`src/rtl/dmem_arbiter.sv`:
```
// Round-robin arbiter sharing one data memory port between NREQ cores.
// One winner is latched per access cycle; the memory is driven from the latched copy.
module dmem_arbiter #(
  parameter int unsigned NREQ = 2,
  parameter int unsigned AW   = 32,
  parameter int unsigned DW   = 32
) (
  input  logic                 clk,
  input  logic                 reset,
  input  logic [NREQ-1:0]      req,
  input  logic [NREQ-1:0]      we,
  input  logic [NREQ*AW-1:0]   addr,
  input  logic [NREQ*DW-1:0]   wdata,
  output logic [NREQ-1:0]      ack,
  output logic [DW-1:0]        rdata,
  output logic [2:0]           gnt_id,
  output logic                 busy,
  output logic                 mem_we,
  output logic [AW-1:0]        mem_a,
  output logic [DW-1:0]        mem_wd,
  input  logic [DW-1:0]        mem_rd
);

  typedef enum logic {IDLE = 1'b0, BUSY = 1'b1} state_t;

  localparam logic [3:0] NREQ4 = 4'(NREQ);
  localparam logic [2:0] LAST  = 3'(NREQ - 1);

  state_t          state, state_n;
  logic [2:0]      ptr;
  logic [AW-1:0]   lat_addr;
  logic [DW-1:0]   lat_wdata;
  logic            lat_we;

  logic [NREQ-1:0] gnt_oh;
  logic [NREQ-1:0] elig;
  logic            found;
  logic [2:0]      win;
  logic [AW-1:0]   win_addr;
  logic [DW-1:0]   win_wdata;
  logic            win_we;
  logic [3:0]      pos;

  always_comb begin
    gnt_oh = '0;
    for (int unsigned i = 0; i < NREQ; i++) begin
      gnt_oh[i] = (gnt_id == 3'(i));
    end
  end

  // The grantee still holds req during its ack cycle, so it is masked when leaving BUSY.
  always_comb begin
    elig      = req & ~((state == BUSY) ? gnt_oh : '0);
    found     = 1'b0;
    win       = '0;
    win_addr  = '0;
    win_wdata = '0;
    win_we    = 1'b0;
    pos       = '0;
    for (int unsigned k = 0; k < NREQ; k++) begin
      pos = {1'b0, ptr} + 4'(k);
      if (pos >= NREQ4) begin
        pos = pos - NREQ4;
      end
      for (int unsigned i = 0; i < NREQ; i++) begin
        if (!found && elig[i] && (pos == 4'(i))) begin
          found     = 1'b1;
          win       = 3'(i);
          win_addr  = addr[i*AW +: AW];
          win_wdata = wdata[i*DW +: DW];
          win_we    = we[i];
        end
      end
    end
    state_n = found ? BUSY : IDLE;
  end

  always_ff @(posedge clk or posedge reset) begin
    if (reset) begin
      state     <= IDLE;
      ptr       <= '0;
      gnt_id    <= '0;
      lat_addr  <= '0;
      lat_wdata <= '0;
      lat_we    <= 1'b0;
    end else begin
      state <= state_n;
      if (found) begin
        gnt_id    <= win;
        ptr       <= (win == LAST) ? 3'd0 : win + 3'd1;
        lat_addr  <= win_addr;
        lat_wdata <= win_wdata;
        lat_we    <= win_we;
      end
    end
  end

  always_comb begin
    busy   = (state == BUSY);
    ack    = busy ? gnt_oh : '0;
    mem_we = busy & lat_we;
    mem_a  = lat_addr;
    mem_wd = lat_wdata;
    rdata  = mem_rd;
  end

endmodule

```
`config.mk`:
```
export PLATFORM = sky130hd
export DESIGN_NAME = dmem_arbiter
export DESIGN_NICKNAME = d
export VERILOG_FILES = /design/src/rtl/dmem_arbiter.sv
export SDC_FILE = /design/constraint.sdc
export NUM_CORES = 1
export LEC_CHECK = 0
export CORE_ASPECT_RATIO = 0.6
export CORE_MARGIN = 4
export CORE_UTILIZATION = 37
export CTS_CLUSTER_SIZE = 20
export DETAILED_ROUTE_END_ITERATION = 10
export PLACE_DENSITY = 0.95
export SLEW_MARGIN = 30
export SYNTH_ARGS = -nofsm -noshare
export SYNTH_HDL_FRONTEND = slang
export SYNTH_SLANG_ARGS = --single-unit
```
`constraint.sdc`:
```
create_clock -name clk -period 3.36 [get_ports clk]
set_input_delay 0.672 -clock clk [delete_from_list [all_inputs] [get_ports clk]]
set_output_delay 0.672 -clock clk [all_outputs]
set_load 0.02 [all_outputs]
```
==> impl_metrics.env, run 1 <==
export IMPL_synthCells=401
export IMPL_max_cap_violations=0
export IMPL_grt_pass1_wl_um=16700
export IMPL_cpLargestDelayFamily="buffers and inverters"
export IMPL_rsz0062_at_grt="false"
export IMPL_syn_area_um2=3560
export IMPL_max_slew_margin_pct=50.0
export IMPL_irDropWorstVdd_mv=0.387
export IMPL_final_min_clock_period_ns=2.45
export IMPL_postCtsSetupRepairBufs=0
export IMPL_end_kind="primary output"
export IMPL_setup_worst_path_start_class="flop"
export IMPL_cts_tree="done"
export IMPL_die_height_um=84.0
export IMPL_nNetsFinal=733
export IMPL_fp_coreArea_um2=9290
export IMPL_seqPwrFrac_pct=32.5
export IMPL_tns_ns=0
export IMPL_p_int_mw=2.46
export IMPL_drt_wirelength_per_cell_um=15.6
export IMPL_placed_area_um2=5470
export IMPL_gp_congestion=0.810
export IMPL_cts_sinks=68
export IMPL_antennaDiodeCount=0
export IMPL_die_area_um2=11300
export IMPL_std_cell_rows=27
export IMPL_initial_utilization_pct=38.4
export IMPL_hold_class="flop to flop"
export IMPL_grt_use_total_pct=18.4
export IMPL_fin_worst_skew_ns=0.00443
export IMPL_yosys_area_top_type="dfrtp_1"
export IMPL_max_freq_ghz=0.409
export IMPL_drv_slew=0
export IMPL_insertion_delay_ns=0.32
export IMPL_seq_area_frac_synth_pct=47.7
export IMPL_layout_drive_gt1_share_pct=4.55
export IMPL_power_density_nw_per_um2=636
export IMPL_viasPerCell=4.82
export IMPL_timing_final_ws_setup_ns=0.913
export IMPL_fin_util_pct=62.3
export IMPL_die_width_um=135
export IMPL_critPathBufInv=2
export IMPL_clk_pin_slew_ns=0.05
export IMPL_firstDrtPassIters=9
export IMPL_grt_max_degree=36
export IMPL_whs_ns=0.540
export IMPL_clock_path_buffers=2
export IMPL_pwr_share_comb_pct=40.4
export IMPL_final_cell_mix="clkdlybuf4s50_1 (202), inv_1 (200), dfrtp_1 (68)"
export IMPL_hold_viol=0
export IMPL_cts_resized=0
export IMPL_clkPwrFrac_pct=27.0
export IMPL_power_mw=3.68
export IMPL_numCtsBuffers=9
export IMPL_dp_cells=686
export IMPL_syn_to_final_growth_pct=62.3
export IMPL_setup_viol=0
export IMPL_grt_pass1_vias=3492
export IMPL_switching_power_mw=1.21
export IMPL_antenna_left=0
export IMPL_io_buffer_count=202
export IMPL_crit_type="flop to primary output"
export IMPL_ctsRootBufferMaster="clkbuf_16"
export IMPL_yosys_warnings=0
export IMPL_required_ns=2.69
export IMPL_tightest_slew_ns=0.750
export IMPL_synth_top_area_share_pct=47.7
export IMPL_switching_share_pct=33.0
export IMPL_grt_ovfl_total=0
export IMPL_mostFrequentLayoutCell="clkdlybuf4s50_1"
export IMPL_ys_seq_elements=68
export IMPL_critPathMaxStageDelay_ns=0.64
export IMPL_status="finished clean"
export IMPL_p_leak_nw=3.06
export IMPL_ctsHoldBuffers=0
export IMPL_hpwl_um=8620
export IMPL_arrival_ns=1.78
export IMPL_period_share_pct=72.8
export IMPL_post_route_cell_area_um2=5790
export IMPL_pin_count=269
export IMPL_htreeDepth=3
export IMPL_synth_avg_cell_area_um2=8.89
export IMPL_dr_total_vias=3382
export IMPL_fin_cells=702
export IMPL_critPathSlowestCell="clkdlybuf4s50_1"
export IMPL_grt_antenna_before_repair=0
export IMPL_dp_slack_ns=0.813
export IMPL_drc=0
export IMPL_synth_cell_types=18
export IMPL_ys_top_cells_by_area="dfrtp_1 (48%), inv_1 (21%), a222oi_1 (18%)"
export IMPL_drt_iter0_drc=322
export IMPL_timing_critical_path_cells="nand2b_1 -> inv_1 -> clkdlybuf4s50_1"
export IMPL_routed_wl_um=10900
export IMPL_crit_fanout=5
## power by group through the flow
| stage | registers (mW) | clock network, mW | logic (mW) |
|---|---|---|---|
| after floorplan | 1.47 | 0 | 0.512 |
| after global placement | 1.19 | 0 | 1.45 |
| after detailed placement | 1.21 | 0 | 1.50 |
| after CTS | 1.20 | 1.02 | 1.50 |
| after global routing | 1.22 | 1.06 | 1.59 |
| final | 1.20 | 0.995 | 1.49 |
## layout make-up
| class | count | area, µm² |
|---|---|---|
| Clock buffer | 12 | 246 |
| Clock inverter | 4 | 72.6 |
| Fill cell | 737 | 3500 |
| Inverter | 201 | 754 |
| Multi-Input combinational cell | 78 | 761 |
| Sequential cell | 68 | 1700 |
| Tap cell | 130 | 163 |
| Timing Repair Buffer | 209 | 2090 |
## synth_stat cells
| library cell | n |
|---|---|
| conb_1 | 1 |
| a21boi_2 | 1 |
| buf_2 | 8 |
| nor2_1 | 2 |
| inv_1 | 201 |
| a311oi_2 | 1 |
| a21oi_1 | 1 |
| buf_4 | 35 |
| nand2b_1 | 1 |
| o22ai_1 | 1 |
| a31oi_1 | 1 |
| dfrtp_1 | 68 |
| o31a_1 | 1 |
| buf_6 | 4 |
| and2_1 | 1 |
| a222oi_1 | 65 |
| clkbuf_1 | 8 |
| nand2_1 | 1 |
## worst register-to-register path, stage by stage (launching register included)
cell and delay, ns:
dfrtp_1 0.46, nand2b_1 0.20, inv_1 0.12, a311oi_4 0.23, buf_4 0.40, a222oi_1 0.16
## routing by layer
layer	GRT usage, %	wire length [µm]	vias up
met5	0	0	-
met4	3.60	110	0
met3	9.94	1470	15
met2	31.2	5290	227
met1	20.5	4070	1584
li1	-	-	1556
## registers in the layout (all words and copies together), names as in the netlist
signal,cells
busy,1
mem_a,32
gnt_id,1
mem_wd,32
ptr,1
lat_we,1
## cell families after synthesis
kind of cell	Yosys count	synth area share, %
buf+inv	256	31.8
compound gates	71	19.7
flops	68	47.7
simple gates	5	0.667
other cells	1	0.105
## path summary, 6_finish.rpt
kind / from / endpoint / depth (start not counted) / slack (ns)
worst max-delay path: gnt_id[0]$_DFFE_PP0P_ / ack[0] / 3 / 0.91
worst min-delay path: mem_a[15]$_DFFE_PP0P_ / mem_a[15]$_DFFE_PP0P_ / 2 / 0.54
worst max register to register: busy$_DFF_PP0_ / mem_wd[26]$_DFFE_PP0P_ / 5 / 1.65
worst min register to register: mem_a[15]$_DFFE_PP0P_ / mem_a[15]$_DFFE_PP0P_ / 2 / 0.54
max in group asynchronous: reset / mem_wd[16]$_DFFE_PP0P_ / 3 / 1.89
min in group asynchronous: reset / mem_a[2]$_DFFE_PP0P_ / 2 / 0.81
No activity file was read; power rests on OpenSTA's default activity.
==> run 2, diff against run 1 <==
CORE_UTILIZATION = 31   (was 37)
PLACE_DENSITY = 0.9   (was 0.95)
clock period = 2 ns   (was 3.36 ns; I/O delays follow)
==> impl_metrics.env, run 2 (same netlist as run 1, synthesis figures left out) <==
export IMPL_htreeDepth=3
export IMPL_post_route_cell_area_um2=5890
export IMPL_die_height_um=91.1
export IMPL_cp_startpoint="busy$_DFF_PP0_"
export IMPL_ctsHoldBuffers=0
export IMPL_postCtsSetupRepairBufs=0
export IMPL_hpwl_um=7980
export IMPL_grt_ovfl_total=0
export IMPL_grt_antenna_before_repair=0
export IMPL_std_cell_rows=30
export IMPL_cts_sinks=68
export IMPL_grt_pass1_vias=3232
export IMPL_layout_drive_gt1_share_pct=5.40
export IMPL_numCtsBuffers=9
export IMPL_rsz0062_at_grt="false"
export IMPL_die_area_um2=13300
export IMPL_arrival_ns=1.51
export IMPL_drt_wirelength_per_cell_um=14.4
export IMPL_pin_count=269
export IMPL_dr_total_vias=3273
export IMPL_crit_type="flop to primary output"
export IMPL_status="finished clean"
export IMPL_seqPwrFrac_pct=32.4
export IMPL_fin_worst_skew_ns=0.00581
export IMPL_max_cap_violations=0
export IMPL_tns_ns=0
export IMPL_drt_iter0_drc=297
export IMPL_crit_fanout=7
export IMPL_antennaDiodeCount=0
export IMPL_reg2reg_depth=5
export IMPL_nNetsFinal=735
export IMPL_switching_power_mw=2.06
export IMPL_r2r_start="busy$_DFF_PP0_"
export IMPL_io_buffer_count=202
export IMPL_viasPerCell=4.56
export IMPL_final_cell_mix="inv_1 (200), clkdlybuf4s50_1 (200), dfrtp_1 (67)"
export IMPL_critPathMaxStageDelay_ns=0.61
export IMPL_gp_congestion=0.764
export IMPL_switching_share_pct=33.4
export IMPL_max_freq_ghz=0.525
export IMPL_grt_use_total_pct=15.5
export IMPL_p_int_mw=4.11
export IMPL_r2r_slack_ns=0.43
export IMPL_required_ns=1.60
export IMPL_die_width_um=146
export IMPL_antenna_left=0
export IMPL_p_leak_nw=3.10
export IMPL_firstDrtPassIters=7
export IMPL_final_min_clock_period_ns=1.91
export IMPL_timing_rr_end="mem_a[1]$_DFFE_PP0P_"
export IMPL_timing_critical_path_cells="and2_1 -> clkdlybuf4s50_1"
export IMPL_period_share_pct=95.3
export IMPL_insertion_delay_ns=0.32
export IMPL_pwr_share_comb_pct=41.3
export IMPL_drc=0
export IMPL_power_density_nw_per_um2=1050
export IMPL_end_kind="primary output"
export IMPL_setup_worst_path_start_class="flop"
export IMPL_grt_pass1_wl_um=16500
export IMPL_placed_area_um2=5580
export IMPL_hold_viol=0
export IMPL_drv_slew=0
export IMPL_initial_utilization_pct=31.7
export IMPL_hold_class="primary input to async pin"
export IMPL_clk_pin_slew_ns=0.06
export IMPL_setup_viol=0
export IMPL_syn_to_final_growth_pct=65.3
export IMPL_clock_path_buffers=2
export IMPL_grt_max_degree=69
export IMPL_cts_tree="done"
export IMPL_ctsRootBufferMaster="clkbuf_16"
export IMPL_critPathSlowestCell="clkdlybuf4s50_1"
export IMPL_routed_wl_um=10300
export IMPL_clkPwrFrac_pct=26.2
export IMPL_fp_coreArea_um2=11300
export IMPL_irDropWorstVdd_mv=0.496
[run 2: cell types whose count changed in the layout (fill, tap and decap cells not counted), sizes merged]
cell	change
clkbuf	-1
clkinvlp	+2
dlygate4sd2	+1
bufinv	-1
clkdlybuf4s50	-2
buf	+2
dlymetal6s2s	+1
[run 2: worst max-delay path by stage]
| stage | end | slack, ns | cells after the start |
|---|---|---|---|
| final | mem_we | 0.09 | 2 |
| after global routing | mem_we | 0.02 | 2 |
| after CTS | ack[1] | 0.04 | 3 |
| after detailed placement | mem_a[1]$_DFFE_PP0P_ | 0.02 | 5 |
| after global placement | mem_a[30]$_DFFE_PP0P_ | 0.09 | 5 |
| after floorplan | mem_a[6]$_DFFE_PP0P_ | 0.35 | 6 |
[run 2: per-layer routing]
layer / wire, µm / vias to the layer above / GRT usage, %
li1: - / 1565 / -
met3: 1380 / 6 / 7.88
met5: 0 / - / 0
met2: 4740 / 192 / 24.5
met4: 56 / 0 / 3.83
met1: 4140 / 1510 / 18.8
[run 2: power groups by stage]
stage | sequential (mW) | clock [mW] | combinational (mW)
finish | 2.00 | 1.62 | 2.55
global route | 2.06 | 1.74 | 2.73
CTS | 2.01 | 1.67 | 2.58
detailed placement | 2.03 | 0 | 2.57
global placement | 2.00 | 0 | 2.53
floorplan | 2.47 | 0 | 0.860
[run 2: critical path: cells and delay by family, from the launching register on]
kind / cells / cell delay, ns
buffers and inverters: 1 / 0.61
flip-flops: 1 / 0.43
AND/OR/NAND/NOR: 1 / 0.14
[run 2: area by class of cell]
class	count	area, µm²
Clock buffer	11	253
Clock inverter	5	58.8
Fill cell	1018	5370
Inverter	201	758
Multi-Input combinational cell	78	761
Sequential cell	68	1700
Tap cell	144	180
Timing Repair Buffer	211	2180
[run 2: stage by stage]
step	power, mW	hold slack [ns]	util (%)	cells	setup slack, ns
finish	6.16	0.501	52.3	718	0.0946
global route	6.54	0.561	52.3	718	0.0205
CTS	6.26	0.526	52.3	718	0.0431
detailed placement	4.60	0.515	49.5	702	0.0181
global placement	4.53	0.516	49.5	702	0.0856
floorplan	3.33	0.491	-	402	0.348
[run 2: what timing repair did]
| item | in CTS | in global routing |
|---|---|---|
| hold endpoints to repair | 0 | 0 |
| resized for setup | 2 | 1 |
| endpoints found under the setup margin | 2 | 1 |
==> run 3, diff against run 2 <==
HOLD_SLACK_MARGIN = 0.15   (was unset)
==> results of run 3 <==
Final layout, timing and power as in run 2 (identical DEF).
